### src/rtl/pseudorandom_generator_if.sv
// Start/done byte-request bus for pseudorandom_generator.
// PRG_STATE_OUT_EN adds the lfsr_state/busy observation signals.
interface pseudorandom_generator_if;
  logic        start;
  logic [31:0] in_seed;
  logic [7:0]  value;
  logic        done;
`ifdef PRG_STATE_OUT_EN
  logic [31:0] lfsr_state;
  logic        busy;

  modport master (output start, in_seed, input value, done, lfsr_state, busy);
  modport slave  (input start, in_seed, output value, done, lfsr_state, busy);
`else
  modport master (output start, in_seed, input value, done);
  modport slave  (input start, in_seed, output value, done);
`endif
endinterface

### src/rtl/pseudorandom_generator.sv
// Seeded 32-bit Galois LFSR emitting one byte per start/done request.
// Optional macro PRG_STATE_OUT_EN exposes lfsr_state and busy on the bus.
module pseudorandom_generator #(
  parameter int          STEPS    = 8,
  parameter logic [31:0] TAPS     = 32'h80200003,
  parameter logic [31:0] ZERO_SUB = 32'h00000001
) (
  input logic                      clk,
  input logic                      rst,
  pseudorandom_generator_if.slave  bus
);

  localparam logic [5:0] LAST = 6'(STEPS - 1);

  typedef enum logic [1:0] {IDLE, RUN, DONE} state_t;

  state_t      state;
  logic [31:0] lfsr;
  logic [31:0] lfsr_next;
  logic [31:0] seed_eff;
  logic        seeded;
  logic [5:0]  count;
  logic [7:0]  value;
  logic        done;

  always_comb begin
    lfsr_next = lfsr >> 1;
    if (lfsr[0]) lfsr_next = lfsr_next ^ TAPS;
  end

  // A zero seed would lock the LFSR at zero forever.
  assign seed_eff = (bus.in_seed == 32'h0) ? ZERO_SUB : bus.in_seed;

  always_ff @(posedge clk or posedge rst) begin
    if (rst) begin
      state  <= IDLE;
      lfsr   <= 32'h0;
      seeded <= 1'b0;
      count  <= 6'd0;
      value  <= 8'h00;
      done   <= 1'b0;
    end else begin
      case (state)
        IDLE: begin
          done <= 1'b0;
          if (bus.start) begin
            count <= 6'd0;
            state <= RUN;
            if (!seeded) begin
              lfsr   <= seed_eff;
              seeded <= 1'b1;
            end
          end
        end
        RUN: begin
          lfsr  <= lfsr_next;
          count <= count + 6'd1;
          if (count == LAST) begin
            value <= lfsr_next[7:0];
            done  <= 1'b1;
            state <= DONE;
          end
        end
        DONE: begin
          done  <= 1'b0;
          state <= IDLE;
        end
        default: begin
          done  <= 1'b0;
          state <= IDLE;
        end
      endcase
    end
  end

  assign bus.value = value;
  assign bus.done  = done;

`ifdef PRG_STATE_OUT_EN
  assign bus.lfsr_state = lfsr;
  assign bus.busy       = (state == RUN) || (state == DONE);
`endif

endmodule

### src/flat_wrapper.sv
// flat-port wrapper written by rule: the top's interface ports become plain ports
module pseudorandom_generator_flat 
#(
  parameter int          STEPS    = 8,
  parameter logic [31:0] TAPS     = 32'h80200003,
  parameter logic [31:0] ZERO_SUB = 32'h00000001
)
  (clk, rst, bus_start, bus_in_seed, bus_value, bus_done);
  pseudorandom_generator_if bus_i ();
  input logic clk;
  input logic rst;
  input wire logic [$bits(bus_i.start)-1:0] bus_start;
  input wire logic [$bits(bus_i.in_seed)-1:0] bus_in_seed;
  output wire logic [$bits(bus_i.value)-1:0] bus_value;
  output wire logic [$bits(bus_i.done)-1:0] bus_done;
  assign bus_i.start = bus_start;
  assign bus_i.in_seed = bus_in_seed;
  assign bus_value = bus_i.value;
  assign bus_done = bus_i.done;
  pseudorandom_generator #(.STEPS(STEPS), .TAPS(TAPS), .ZERO_SUB(ZERO_SUB)) u_core (.clk(clk), .rst(rst), .bus(bus_i));
endmodule
### config.mk
export PLATFORM = sky130hd
export DESIGN_NAME = pseudorandom_generator_flat
export DESIGN_NICKNAME = d
export VERILOG_FILES = /design/src/rtl/pseudorandom_generator_if.sv /design/src/rtl/pseudorandom_generator.sv /design/src/flat_wrapper.sv
export SDC_FILE = /design/constraint.sdc
export NUM_CORES = 1
export LEC_CHECK = 0
export ABC_AREA = 1
export CORE_UTILIZATION = 52
export DETAILED_ROUTE_END_ITERATION = 10
export GPL_TIMING_DRIVEN = 0
export PLACE_DENSITY = 0.88
export SLEW_MARGIN = 25
export SYNTH_ARGS = -nofsm -noshare
export SYNTH_HDL_FRONTEND = slang
export SYNTH_SLANG_ARGS = --single-unit
### constraint.sdc
create_clock -name clk -period 1.85 [get_ports clk]
set_clock_uncertainty 0.05 [all_clocks]
set_input_delay 0.2775 -clock clk [delete_from_list [all_inputs] [get_ports clk]]
set_output_delay 0.2775 -clock clk [all_outputs]
set_load 0.02 [all_outputs]
==> impl_metrics.yaml, run 1 <==
run_status:
  status: "finished, final reports clean"
clocking:
  cts_max_path_buffers: 2
  insertion_delay_ns: 0.31
  cts_resized: 0
  tritoncts: "built"
  clock-root-buffer: "clkbuf_8"
  clkTransAtPathRegs_ns: 0.09
  htreeDepth: 2
  numCtsBuffers: 5
  clock-sinks: 50
  ctsHoldBuffers: 0
  postCtsSetupRepairBufs: 0
sta:
  min_period_ns: 1.60
  tns_ns: 0
  fmax_ghz: 0.625
  rsz0062_at_grt: "false"
  holdWs_ns: 0.223
  drv_slew: 0
  fin_crit_sh_pct: 86.5
  setup_viol: 0
  hold_viol_final: 0
  slew_headroom_pct: 72.6
  tightest_slew_ns: 0.410
critical_path:
  cp_slowest_cell: "clkdlybuf4s50_1"
  cp_top_family: "buffers and inverters"
  cp_cell_sequence: "clkdlybuf4s50_1"
  cp_num_buf_inv: 1
  crit_path_start: "u_core.bus.value[1]$_DFFE_PP0P_"
  crit_fanout: 2
  cp.arrival_ns: 1.27
  critPathCapture: "bus_value[1]"
  r2r_cells: 9
  crit_path_max_incr_delay_ns: 0.60
  cp-end-kind: "output pin"
  r2r_end: "u_core.bus.value[4]$_DFFE_PP0P_"
  path_depth: 1
  rrSetupSlack_ns: 0.31
  required_ns: 1.52
  start_kind: "register"
  r2r_start: "u_core.count[0]$_DFFE_PP0P_"
  critical_path_class: "register to output pin"
yosys:
  synth-seq-cells: 50
  synth.largest_area_cell: "dfrtp_1"
  yosys.cell_types.count: 20
  synthTopCellsByArea: "dfrtp_1 53%, a21oi_1 14%, nand2_1 13%"
  synth.top_cell.area_share_pct: 52.8
  synthSimpleGateAreaFrac_pct: 24.5
  syn_inst: 301
  ys.warnings.count: 0
  synth_top_family_by_area: "simple AND/OR/NAND/NOR gates"
  synth_area_um2: 2370
  synth-xor-area-share_pct: 0.740
  synth_nets: 337
  yosysSeqAreaShare_pct: 52.8
  synth_compound_area_share_pct: 15.4
  syn_avg_cell_area_um2: 7.87
  muxShareOfSynthArea_pct: 0
  synth_fa_ha_area_share_pct: 0.528
die:
  die_w_um: 69.5
  die_area_um2: 4830
  core_um2: 4350
  row_count: 24
  fp.dieH_um: 69.5
  start_util_pct: 54.4
  io_pins: 44
route:
  via_per_inst: 5.19
  drt_iter0_drc: 87
  routed_wl_um: 4950
  drt.antenna.violating_nets: 0
  first_pass_iters: 4
  wire_per_inst_um: 12.2
  drc: 0
  num_vias: 2098
global_route:
  track_usage_pct: 22.8
  antenna_found_initial: 0
  grt-ovfl-total: 0
  grt_pass1_vias: 2059
  grt_pass1_wl_um: 8650
  grt_max_degree: 34
placed_design:
  port_buffers: 43
  place.gp.congestion: 0.779
  placed_cell_area_um2: 2880
  hpwlAfterDp_um: 3670
layout:
  fin_nets: 388
  layout_commonest_cell: "nand2_1"
  area_growth_pct: 26.5
  final_cell_area_um2: 3000
  most-common-layout-cells: "79 x nand2_1, 65 x a21oi_1, 58 x nor2_1"
  diodes: 0
  layout-drive-gt1-share_pct: 9.09
power:
  p_comb_share_pct: 44.1
  p_per_area_nw_per_um2: 1600
  vdd_ir_drop_max_mv: 0.785
  p_leak_nw: 1.38
  p_int_mw: 2.90
  clockPowerShare_pct: 16.5
  p_sw_share_pct: 39.7
  seqPwrFrac_pct: 39.4
  p_switching_mw: 1.90
min_path:
  hold_class: "primary input to async pin"
job:
  max-cap-violations: 0
## cell type report
class,count,area [um^2]
buffer,15,93.8
clock buffer,6,82.6
clock inverter,1,30.0
fill,375,1360
inverter,13,48.8
multi-input combinational,223,975
sequential,50,1250
tap,52,65.1
timing repair buffer,44,450
## state kept, by name, indices dropped and copies added (netlist names)
name	count
u_core.lfsr	32
u_core.count	6
u_core.seeded	1
u_core.bus.done	1
u_core.state	2
u_core.bus.value	8
## metrics by stage
step,total power [mW],cells,worst slack (ns),util (%)
after floorplan,3.37,301,0.321,-
after global placement,3.92,396,-0.584,65.8
after detailed placement,4.02,397,0.0926,66.2
after CTS,4.82,404,0.232,68.8
after global routing,5.17,404,0.127,68.8
final,4.80,404,0.250,68.8
## cell usage after synthesis
library cell,n
a21oi_1,65
buf_2,8
buf_4,5
buf_6,1
clkbuf_2,1
dfrtp_1,50
ha_1,1
inv_1,9
inv_2,4
nand2_1,79
nand2_2,2
nand3_1,6
nand4_1,2
nor2_1,58
nor2_4,1
o21ai_0,5
o21ai_1,1
o21ai_2,1
xnor2_1,1
xor2_1,1
## power groups by stage
stage | clock [mW] | combinational, mW | sequential (mW)
2_1_floorplan | 0 | 1.42 | 1.95
3_3_place_gp | 0 | 2.04 | 1.87
3_5_place_dp | 0 | 2.11 | 1.91
4_1_cts | 0.804 | 2.13 | 1.89
5_1_grt | 0.841 | 2.38 | 1.95
6_report | 0.793 | 2.12 | 1.89
## routing by layer
metal  track usage, %  share of wire, %
met2             37.5                49
met1             28.8                44
met5                0                 0
met3             3.63               4.2
met4             12.2               2.8
## cell families (layout without fill, tap and decap cells)
kind of cell	Yosys count	in the layout
fa+ha+maj	1	1
xor+xnor	2	2
flops	50	50
buf+inv	28	79
compound gates	72	72
simple gates	148	148
## worst min path at each step
stage / cells past startpoint / endpoint / startpoint / slack, ns
floorplan: 2 / u_core.lfsr[26]$_DFFE_PP0P_ / bus_in_seed[26] / 0.37
global placement: 2 / u_core.bus.value[6]$_DFFE_PP0P_ / u_core.bus.value[6]$_DFFE_PP0P_ / 0.41
detailed placement: 2 / u_core.bus.value[5]$_DFFE_PP0P_ / u_core.bus.value[5]$_DFFE_PP0P_ / 0.42
CTS: 2 / u_core.bus.value[5]$_DFFE_PP0P_ / rst / 0.23
global route: 2 / u_core.lfsr[8]$_DFFE_PP0P_ / rst / 0.26
finish: 2 / u_core.bus.value[5]$_DFFE_PP0P_ / rst / 0.22
(Power assumes the default switching activity.)
==> run 2, diff against run 1 <==
--- a/config.mk
+++ b/config.mk
@@ -10,6 +10,7 @@
 export DETAILED_ROUTE_END_ITERATION = 10
 export GPL_TIMING_DRIVEN = 0
 export PLACE_DENSITY = 0.88
+export SKIP_CTS_REPAIR_TIMING = 1
 export SLEW_MARGIN = 25
 export SYNTH_ARGS = -nofsm -noshare
 export SYNTH_HDL_FRONTEND = slang
==> results of run 2 <==
Same layout as run 1: the final DEF is identical, and so are final timing and power.
